<file path="src/rtl/iq_stream_grabber.sv">
// Deserializes a strobed I/Q word stream into a frame-wide shadow and publishes
// whole frames, with decimation, freeze and an abort flag for broken frames.
module iq_stream_grabber #(
  parameter int DW    = 21,
  parameter int N_CH  = 4,
  parameter int DEC_W = 8
) (
  input  logic                     clk,
  input  logic                     rst,
  input  logic signed [DW-1:0]     stream_in,
  input  logic                     strobe_in,
  input  logic                     freeze,
  input  logic [DEC_W-1:0]         dec_period,
  output logic [2*N_CH*DW-1:0]     iq_out,
  output logic                     strobe_out,
  output logic                     frame_err,
  output logic [15:0]              frame_cnt
);

  localparam int NW = 2 * N_CH;
  localparam int IW = (NW > 2) ? $clog2(NW) : 1;

  logic [IW-1:0]       idx_q, idx_d;
  logic [DEC_W-1:0]    dec_q, dec_d;
  logic [DW-1:0]       shadow_q [NW-1];
  logic [DW-1:0]       shadow_d [NW-1];
  logic [NW*DW-1:0]    iq_q, iq_d;
  logic                sout_q, sout_d;
  logic                err_q, err_d;
  logic [15:0]         cnt_q, cnt_d;
  logic                last_word;

  assign last_word = (idx_q == IW'(NW - 1));

  always_comb begin
    idx_d    = idx_q;
    dec_d    = dec_q;
    shadow_d = shadow_q;
    iq_d     = iq_q;
    sout_d   = 1'b0;
    err_d    = 1'b0;
    cnt_d    = cnt_q;
    if (strobe_in) begin
      if (last_word) begin
        idx_d = '0;
        if (dec_q >= dec_period) begin
          dec_d = '0;
          if (!freeze) begin
            // The final word bypasses the shadow so publication has latency 1.
            for (int k = 0; k < NW - 1; k++) begin
              iq_d[k*DW +: DW] = shadow_q[k];
            end
            iq_d[(NW-1)*DW +: DW] = stream_in;
            sout_d = 1'b1;
            cnt_d  = cnt_q + 16'd1;
          end
        end else begin
          dec_d = dec_q + DEC_W'(1);
        end
      end else begin
        for (int k = 0; k < NW - 1; k++) begin
          if (idx_q == IW'(k)) shadow_d[k] = stream_in;
        end
        idx_d = idx_q + IW'(1);
      end
    end else if (idx_q != '0) begin
      idx_d = '0;
      err_d = 1'b1;
    end
  end

  always_ff @(posedge clk or posedge rst) begin
    if (rst) begin
      idx_q  <= '0;
      dec_q  <= '0;
      iq_q   <= '0;
      sout_q <= 1'b0;
      err_q  <= 1'b0;
      cnt_q  <= '0;
      for (int k = 0; k < NW - 1; k++) shadow_q[k] <= '0;
    end else begin
      idx_q    <= idx_d;
      dec_q    <= dec_d;
      iq_q     <= iq_d;
      sout_q   <= sout_d;
      err_q    <= err_d;
      cnt_q    <= cnt_d;
      shadow_q <= shadow_d;
    end
  end

  logic [15:0] frame_cnt_q;
  assign frame_cnt_q = cnt_q;

  assign iq_out     = iq_q;
  assign strobe_out = sout_q;
  assign frame_err  = err_q;
  assign frame_cnt  = frame_cnt_q;

endmodule

</file>
<file path="config.mk">
export PLATFORM = sky130hd
export DESIGN_NAME = iq_stream_grabber
export DESIGN_NICKNAME = d
export VERILOG_FILES = /design/src/rtl/iq_stream_grabber.sv
export SDC_FILE = /design/constraint.sdc
export NUM_CORES = 1
export LEC_CHECK = 0
export ABC_CLOCK_PERIOD_IN_PS = 13100
export BUFFER_PORTS_ARGS = -buffer_cell sky130_fd_sc_hd__buf_2
export CAP_MARGIN = 5
export CORE_UTILIZATION = 43
export DETAILED_ROUTE_END_ITERATION = 10
export GPL_ROUTABILITY_DRIVEN = 0
export HOLD_SLACK_MARGIN = 0.03
export PLACE_DENSITY = 0.67
export SETUP_SLACK_MARGIN = 0.2
export SLEW_MARGIN = 20
export SYNTH_ARGS = -nofsm -noshare
export SYNTH_HDL_FRONTEND = slang
export SYNTH_SLANG_ARGS = --single-unit
</file>
<file path="constraint.sdc">
create_clock -name clk -period 13.1 [get_ports clk]
set_input_delay 0 -clock clk [delete_from_list [all_inputs] [get_ports clk]]
set_output_delay 0 -clock clk [all_outputs]
set_load 0.03 [all_outputs]
</file>
==> results of run 1 <==
[per-stage QoR]
step / utilization / instances / area (sq um)
3_3_place_gp: 0.490 / 1428 / 15100
3_5_place_dp: 0.490 / 1428 / 15100
5_1_grt: 0.541 / 1520 / 16700
6_report: 0.541 / 1520 / 16700
4_1_cts: 0.540 / 1519 / 16700
2_1_floorplan: - / 842 / 13700
[power groups by stage]
stage,clock network [mW],logic (mW),registers [mW]
after CTS,1.12,0.423,1.43
after detailed placement,0,0.416,1.44
after global placement,0,0.403,1.43
final,1.09,0.414,1.43
after floorplan,0,0.311,1.43
after global routing,1.17,0.458,1.46
[cell usage after synthesis, types with 2 or more instances]
cell type    n  area [sq um]
o211ai_1     2          15.0
xnor2_1      2          17.5
nand2b_1     4          25.0
mux2_2     228          2570
nor3_1       6          30.0
nor2_1       4          15.0
o311ai_0     2          17.5
a21oi_1      5          25.0
mux2_4      88          1320
buf_6       10           113
o22ai_1      2          12.5
nor4_1       8          50.1
nand2_1     20          75.1
o21ai_0      6          30.0
dfrtp_1    344          8610
and3_1       2          12.5
buf_1        4          15.0
buf_2        8          40.0
clkbuf_1    16          60.1
nand3_1     14          70.1
or3_1        2          12.5
xor2_1      13           114
ha_1        16           200
nor4b_1      4          35.0
nand4_1      3          18.8
inv_1       17          63.8
nor2b_1      2          12.5
[final cells by class]
class / instances / share of cell area
repair buffers: 254 / 0.0870
well taps: 396 / 0.0297
inverters: 17 / 0.00427
flip-flops and latches: 344 / 0.515
clock inverters: 14 / 0.0119
multi-input cells: 442 / 0.286
clock buffers: 53 / 0.0657
[what timing repair did]
item,in CTS,in global routing
endpoints found under the hold margin,300,0
hold buffers,24,0
buffers inserted,0,0
[final timing paths]
| path | end | slack (ns) | from |
|---|---|---|---|
| setup reg to reg | iq_out[53] | 9.54 | dec_q[5] |
| hold / removal | iq_out[77] | 0.21 | rst |
| min in group clk | dec_q[2] | 0.29 | dec_period[1] |
| hold reg to reg | frame_cnt[15] | 0.47 | frame_cnt[15] |
| setup / recovery | iq_out[53] | 9.54 | dec_q[5] |
| max in group asynchronous | iq_out[89] | 10.56 | rst |
[sequential cells by signal (all words and copies together), names as in the netlist]
name        count
dec_q           8
frame_cnt      16
frame_err       1
idx_q           3
iq_out        168
shadow_q      147
strobe_out      1
[worst max-delay path: stages, from the launching register on]
cell and delay, ns:
dfrtp_1 0.42, ha_1 0.31, nand4_1 0.10, a21oi_1 0.28, a21oi_4 0.23, nor3_4 0.24
buf_12 0.62, buf_4 0.76, mux2_2 0.42
[routing by layer]
| metal | routed length, um | global-route usage | up-vias |
|---|---|---|---|
| li1 | - | - | 3499 |
| met1 | 13100 | 0.246 | 3994 |
| met2 | 13000 | 0.278 | 180 |
| met3 | 1640 | 0.0441 | 39 |
| met4 | 477 | 0.0465 | 0 |
| met5 | 0 | 0 | - |
[cells in the final DEF, fill, tap and decap left out, drive strengths merged, types with 8 or more instances in the layout]
cell / synthesis / routed
xor2: 13 / 13
nand2: 20 / 20
dlygate4sd3: 0 / 24
clkinv: 0 / 8
clkbuf: 17 / 53
nor4: 8 / 8
buf: 22 / 230
nand3: 14 / 14
ha: 16 / 16
dfrtp: 344 / 344
mux2: 316 / 316
inv: 17 / 18
[logic make-up after synthesis]
| logic type | count (synthesis) |
|---|---|
| fa+ha+maj | 16 |
| flops | 344 |
| compound gates | 22 |
| simple gates | 73 |
| mux | 316 |
| buf+inv | 56 |
| xor+xnor | 15 |
==> impl_metrics.toml, run 1 <==
[status]
status = "complete, no violations"

[sta]
max_freq_mhz = 281
skew_ns = 0.00990
setup_viol = 0
slew-limit-headroom = 0.297
fin_crit_ns = 3.56
min_period_over_period = 0.272
tns_ns = 0
hold_viol_final = 0
tightestPinTransition_ns = 1.05
rsz0062_at_grt = "false"
finalWorstSetupSlack_ns = 9.54
slew_viol_final = 0
whs_ns = 0.205

[clock_network]
cts_resized = 0
clk_pin_slew_worst_paths_ns = 0.06
cts_buffer_depth = 3
cts_root_buf = "clkbuf_16"
insertion_delay_ns = 0.51
cts.sinks = 344
cts_tree = "yes"
numCtsBuffers = 37
htree_levels = 2

[die]
io_pins = 219
initial_core_util = 0.442
chipWidth_um = 180
core_sq_mm = 0.0309
die_h_um = 180
rows = 64
fp.dieArea_sq_mm = 0.0325

[synthesis]
postSynthCellCount = 842
synth-simple-area-share = 0.0288
synthXorXnorAreaFrac = 0.00961
syn_area_sq_mm = 0.0137
synth_ff_type = "dfrtp_1"
synth-adder-area-share = 0.0146
yosysUniqueCellTypes = 37
synth.avg_cell_area_sq_um = 16.2
synth_top_family_by_area = "multiplexers"
ys_ff_latch = 344
synthMuxAreaShare = 0.285
seq_area_frac_synth = 0.630
synth-compound-area-share = 0.0108
synth_async_sr_flop_share = 1.00
synth_edf_count = 0
synth_nets = 891
ys_warn_count = 0

[job]
max_cap_viol_count = 0

[finish]
area_delta_synth_final_pct = 22.3
num-fill-cells = 2549
regArea_sq_mm = 0.00861
multi_input_area_sq_mm = 0.00478
nNetsFinal = 1145
n_antenna_cell = 0
post_route_cells_drive_above_1_share = 0.546

[placement]
hpwl_um = 17600
pre_cts_ws_ns = 9.51
io_buffer_count = 218

[power_and_ir_drop]
power.leakage_nw = 8.64
power_frac_comb = 0.141
pwr-share-clk = 0.372
switching_share = 0.239
powerDensity_mw_per_mm2 = 175
power.internal_mw = 2.23
p_switching_mw = 0.702
finalPower_mw = 2.93
vdd_drop_max_v = 0.000136
power.share.sequential = 0.487

[grt]
grt_overflow_total = 0
grt_max_degree = 129
track_usage = 0.177
antenna_found_initial = 0
grt_pass1_wl_um = 45600
grt_pass1_vias = 7878

[detailed_routing]
first_iter_violations = 380
post_drt_wl_per_cell_um = 18.5
drc_errors = 0
vias_per_cell = 5.07
drtAntennaViolNets = 0
first_pass_iters = 4
wirelength_um = 28200
vias = 7712

[worst_setup_path]
cp.arrival_ns = 3.95
cp.required_ns = 13.49
path_class = "flop to flop"
start_kind = "flop"
crit_fanout = 128
r2r_cells = 8
critPathCaptureType = "flop"

[hold_path]
hp-class = "input pin to async pin"
(Power assumes the default switching activity.)
==> run 2: changes to the inputs <==
ABC_AREA = 1   (was unset)
ABC_CLOCK_PERIOD_IN_PS = 3170   (was 13100)
PLACE_DENSITY = 0.7   (was 0.67)
clock period = 3.17 ns   (was 13.1 ns; I/O delays follow)
==> impl_metrics.toml, run 2 <==
[synthesis]
postSynthCellCount = 1499
synth_ff_type = "dfrtp_1"
ys_ff_latch = 344
synth_edf_count = 0
synth_common_cells = "nand2_1, dfrtp_1, nand4_1, o21ai_0, inv_1"
synth_top_area_frac = 0.618
yosysUniqueCellTypes = 21
yosysTopAreaCell = "dfrtp_1"
synth.avg_cell_area_sq_um = 9.29
synth_async_sr_flop_share = 1.00
synth_most_common_cell = "nand2_1"
yosys-top-cells-area = "dfrtp_1, nand2_1, nand4_1, o21ai_0, buf_2"
seq_area_frac_synth = 0.618
syn_area_sq_mm = 0.0139
synth_nets = 1548
ys_warn_count = 0

[clock_network]
post_cts_buffers = 0
htree_levels = 2
cts.sinks = 344
cts_buffer_depth = 3
cts_root_buf = "clkbuf_16"
clk_pin_slew_worst_paths_ns = 0.06
numCtsBuffers = 38
insertion_delay_ns = 0.52
cts_tree = "yes"

[finish]
largest_reg_flops = 168
stdcell_count = 2122
post_route_cells_drive_above_1_share = 0.177
fin_util = 0.532
num-fill-cells = 2904
mostFrequentLayoutCell = "nand2_1"
area_delta_synth_final_pct = 21.3
fin_area_sq_mm = 0.0169
n_antenna_cell = 0
nNetsFinal = 1742
final_cell_mix = "nand2_1, dfrtp_1, buf_2"

[detailed_routing]
post_drt_wl_per_cell_um = 18.7
first_pass_iters = 6
vias = 11495
drtAntennaViolNets = 0
first_iter_violations = 1071
drc_errors = 0
vias_per_cell = 5.42
wirelength_um = 39700

[placement]
io_buffer_count = 218
hpwl_um = 23700
pre_cts_ws_ns = 0.875
dp_cells = 2030
placed_cell_area_sq_mm = 0.0153

[sta]
tightestPinTransition_ns = 0.687
min_period_over_period = 0.731
setup_viol = 0
skew_ns = 0.0162
tns_ns = 0
max_freq_mhz = 432
slew_viol_final = 0
whs_ns = 0.290
finalWorstSetupSlack_ns = 0.854
hold_viol_final = 0
rsz0062_at_grt = "false"
fin_crit_ns = 2.32
slew-limit-headroom = 0.541

[die]
core_sq_mm = 0.0317
chipWidth_um = 182
rows = 65
io_pins = 219
fp.dieArea_sq_mm = 0.0331
die_h_um = 182
initial_core_util = 0.439

[grt]
grt_pass1_vias = 10940
grt_max_degree = 110
track_usage = 0.242
grt_pass1_wl_um = 62200
antenna_found_initial = 4
grt_overflow_total = 0

[worst_setup_path]
start_kind = "flop"
crit_fanout = 96
cp.required_ns = 3.62
cp.arrival_ns = 2.76
crit_family = "simple AND/OR/NAND/NOR gates"
path_class = "flop to flop"
critPathBufInv = 1
cp_cell_sequence = "ha_1 > a21o_1 > nor2_1 > nand3_4 > nand3_4 > buf_12 > nand2_1 > nand2_1"
critPathCaptureType = "flop"
slowest_delay_ns = 0.41
slowest_stage = "dfrtp_1"

[power_and_ir_drop]
vdd_drop_max_v = 0.000342
finalPower_mw = 11.6
powerDensity_mw_per_mm2 = 689
power.leakage_nw = 9.28

[hold_path]
hp-class = "input pin to flop"

[job]
max_cap_viol_count = 0

[status]
status = "complete, no violations"
-- run 2: cell types whose count changed after synthesis, moves of 9 or more --
cell / change
mux2_4: -88
mux2_2: -228
nand4_1: +186
buf_6: -10
o21ai_0: +146
nor2_1: +28
buf_2: +44
nand2_1: +534
xor2_1: -10
inv_1: +45
clkbuf_1: +31
nand3_1: +9
-- run 2: metal layers --
layer,share of wire,vias up,GRT usage
met1,0.43,5606,0.341
met2,0.46,448,0.376
met3,0.075,67,0.0473
met4,0.031,0,0.0850
li1,-,5374,-
met5,0,-,0
-- run 2: report_power, final --
part           switching [mW]  leakage, nW  total (mW)  internal [mW]
Combinational           0.817         4.01        1.28          0.462
Clock                    1.75        0.646        4.63           2.88
Sequential              0.484         4.62        5.73           5.25
-- run 2: area by class of cell --
type / count / area (sq um) / area share
clock buffer: 56 / 1130 / 0.0669
clock inverter: 11 / 194 / 0.0115
multi-input combinational: 983 / 4600 / 0.272
tap: 402 / 503 / 0.0298
timing repair buffer: 264 / 1610 / 0.0954
sequential: 344 / 8610 / 0.510
inverter: 62 / 246 / 0.0146
-- run 2: kinds of logic (layout without fill, tap and decap cells) --
kind of cell | Yosys count | after routing | synth area share
DFF | 344 | 344 | 0.618
adders and majority gates | 16 | 16 | 0.0144
AOI/OAI and AO/OA | 157 | 157 | 0.0569
and+or+nand+nor | 805 | 805 | 0.255
buffers and inverters | 172 | 393 | 0.0527
xor gates and xnor gates | 5 | 5 | 0.00315
-- run 2: final timing paths --
check	startpoint	to	slack, ns	depth (start not counted)
worst max register to register	dec_q[7]	iq_out[14]	0.85	8
worst max-delay path	dec_q[7]	iq_out[14]	0.85	8
worst min-delay path	stream_in[14]	iq_out[161]	0.29	4
max in group asynchronous	rst	shadow_q[45]	1.73	5
min in group asynchronous	rst	iq_out[25]	0.57	4
worst min register to register	iq_out[26]	iq_out[26]	0.46	2
-- run 2: worst register-to-register path, stage by stage, from the launching register on --
cell	delay, ns
dfrtp_1	0.41
ha_1	0.30
a21o_1	0.18
nor2_1	0.18
nand3_4	0.36
nand3_4	0.22
buf_12	0.35
nand2_1	0.18
nand2_1	0.09
-- run 2: timing repair --
action	in CTS	in global routing
hold buffers	25	0
gates resized for setup	0	0
hold endpoints to repair	375	0
==> run 3: changes to the inputs <==
ABC_AREA = 0   (was 1)
ABC_CLOCK_PERIOD_IN_PS = 2200   (was 3170)
PLACE_DENSITY = 0.67   (was 0.7)
clock period = 2.2 ns   (was 3.17 ns; I/O delays follow)
==> impl_metrics.toml, run 3 (same netlist as run 1, synthesis figures left out) <==
[clock_network]
cts_root_buf = "clkbuf_16"
numCtsBuffers = 37
insertion_delay_ns = 0.51
htree_levels = 2
cts_tree = "yes"
cts_buffer_depth = 3
clk_pin_slew_worst_paths_ns = 0.06
cts.sinks = 344

[status]
status = "finished, violations left"
violations = "negative setup slack"

[grt]
grt_pass1_wl_um = 48700
antenna_found_initial = 0
grt_pass1_vias = 8335
grt_max_degree = 55
track_usage = 0.190
grt_overflow_total = 0

[finish]
fin_area_sq_mm = 0.0176
final_cell_mix = "dfrtp_1, buf_2, mux2_2"
post_route_cells_drive_above_1_share = 0.574
area_delta_synth_final_pct = 29.1
mostFrequentLayoutCell = "dfrtp_1"
nNetsFinal = 1199
n_antenna_cell = 0
fin_util = 0.571
largest_reg_flops = 168

[worst_setup_path]
path_class = "flop to flop"
critPathCaptureType = "flop"
r2r_cells = 9
cp.required_ns = 2.59
crit_fanout = 20
start_kind = "flop"
cp.arrival_ns = 2.72

[power_and_ir_drop]
powerDensity_mw_per_mm2 = 1000
vdd_drop_max_v = 0.000769
power.leakage_nw = 9.03
finalPower_mw = 17.7

[sta]
finalWorstSetupSlack_ns = -0.126
setup_viol = 164
hold_viol_final = 0
rsz0062_at_grt = "true"
skew_ns = 0.0224
max_freq_mhz = 430
tightestPinTransition_ns = 0.823
slew-limit-headroom = 0.450
fin_crit_ns = 2.33
slew_viol_final = 0
min_period_over_period = 1.06

[die]
rows = 64
core_sq_mm = 0.0309
initial_core_util = 0.442
chipWidth_um = 180
fp.dieArea_sq_mm = 0.0325
io_pins = 219
die_h_um = 180

[placement]
io_buffer_count = 218
pre_cts_ws_ns = -0.116
placed_cell_area_sq_mm = 0.0159
hpwl_um = 19600

[job]
max_cap_viol_count = 0

[detailed_routing]
first_pass_iters = 4
vias = 7853
drc_errors = 0
post_drt_wl_per_cell_um = 19.5
drtAntennaViolNets = 0
vias_per_cell = 4.99
wirelength_um = 30600
first_iter_violations = 331

[hold_path]
holdPathStages = 3
hp-class = "input pin to flop"
## run 3: per-layer routing
layer  vias up  wire length [um]  global-route usage  part of all wire
met5         -                 0                   0                 0
met3        41              1310              0.0394             0.043
met1      4050             14200               0.262              0.46
met4         0               443              0.0424             0.014
met2       165             14700               0.309              0.48
li1       3597                 -                   -                 -
## run 3: power by group
group	internal, mW	switching (mW)
Combinational	1.77	1.19
Sequential	7.78	0.755
Clock	3.76	2.45
## run 3: worst max-delay path, cell delays in order (launching register included)
cell,delay (ns)
dfrtp_1,0.34
inv_1,0.04
ha_1,0.26
nand2b_4,0.13
a2111o_1,0.46
a21oi_4,0.22
nor3_4,0.08
buf_12,0.18
buf_12,0.17
mux2_4,0.29
## run 3: final cells by class
cell class / instances / area, sq um
flip-flops and latches: 344 / 8610
clock buffers: 54 / 1040
inverters: 17 / 67.6
well taps: 396 / 495
repair buffers: 308 / 2200
multi-input cells: 442 / 5050
clock inverters: 12 / 176
fillers: 2507 / 13300
## run 3: worst paths after layout
kind | to | slack (ns) | start
max | iq_out[120] | -0.13 | dec_q[0]
min | frame_cnt[3] | 0.08 | freeze
max reg2reg | iq_out[120] | -0.13 | dec_q[0]
min reg2reg | frame_cnt[12] | 0.49 | frame_cnt[12]
max in group asynchronous | shadow_q[42] | 1.26 | rst
min in group asynchronous | strobe_out | 0.21 | rst
## run 3: per-stage QoR
step | hold WS, ns | setup TNS (ns) | instances
6_report | 0.0805 | -15.72 | 1573
5_1_grt | 0.0991 | -26.91 | 1573
4_1_cts | 0.0600 | -8.23 | 1563
3_5_place_dp | 0.193 | -12.30 | 1472
3_3_place_gp | 0.193 | -7.70 | 1472
2_1_floorplan | 0.148 | -839.34 | 842
## run 3: repair_timing
item	in CTS	in global routing
endpoints found under the setup margin	252	319
gates cloned	1	3
hold endpoints to repair	188	0
buffers inserted	1	7
resized for setup	8	26
hold buffers	23	0
pin swaps	5	4
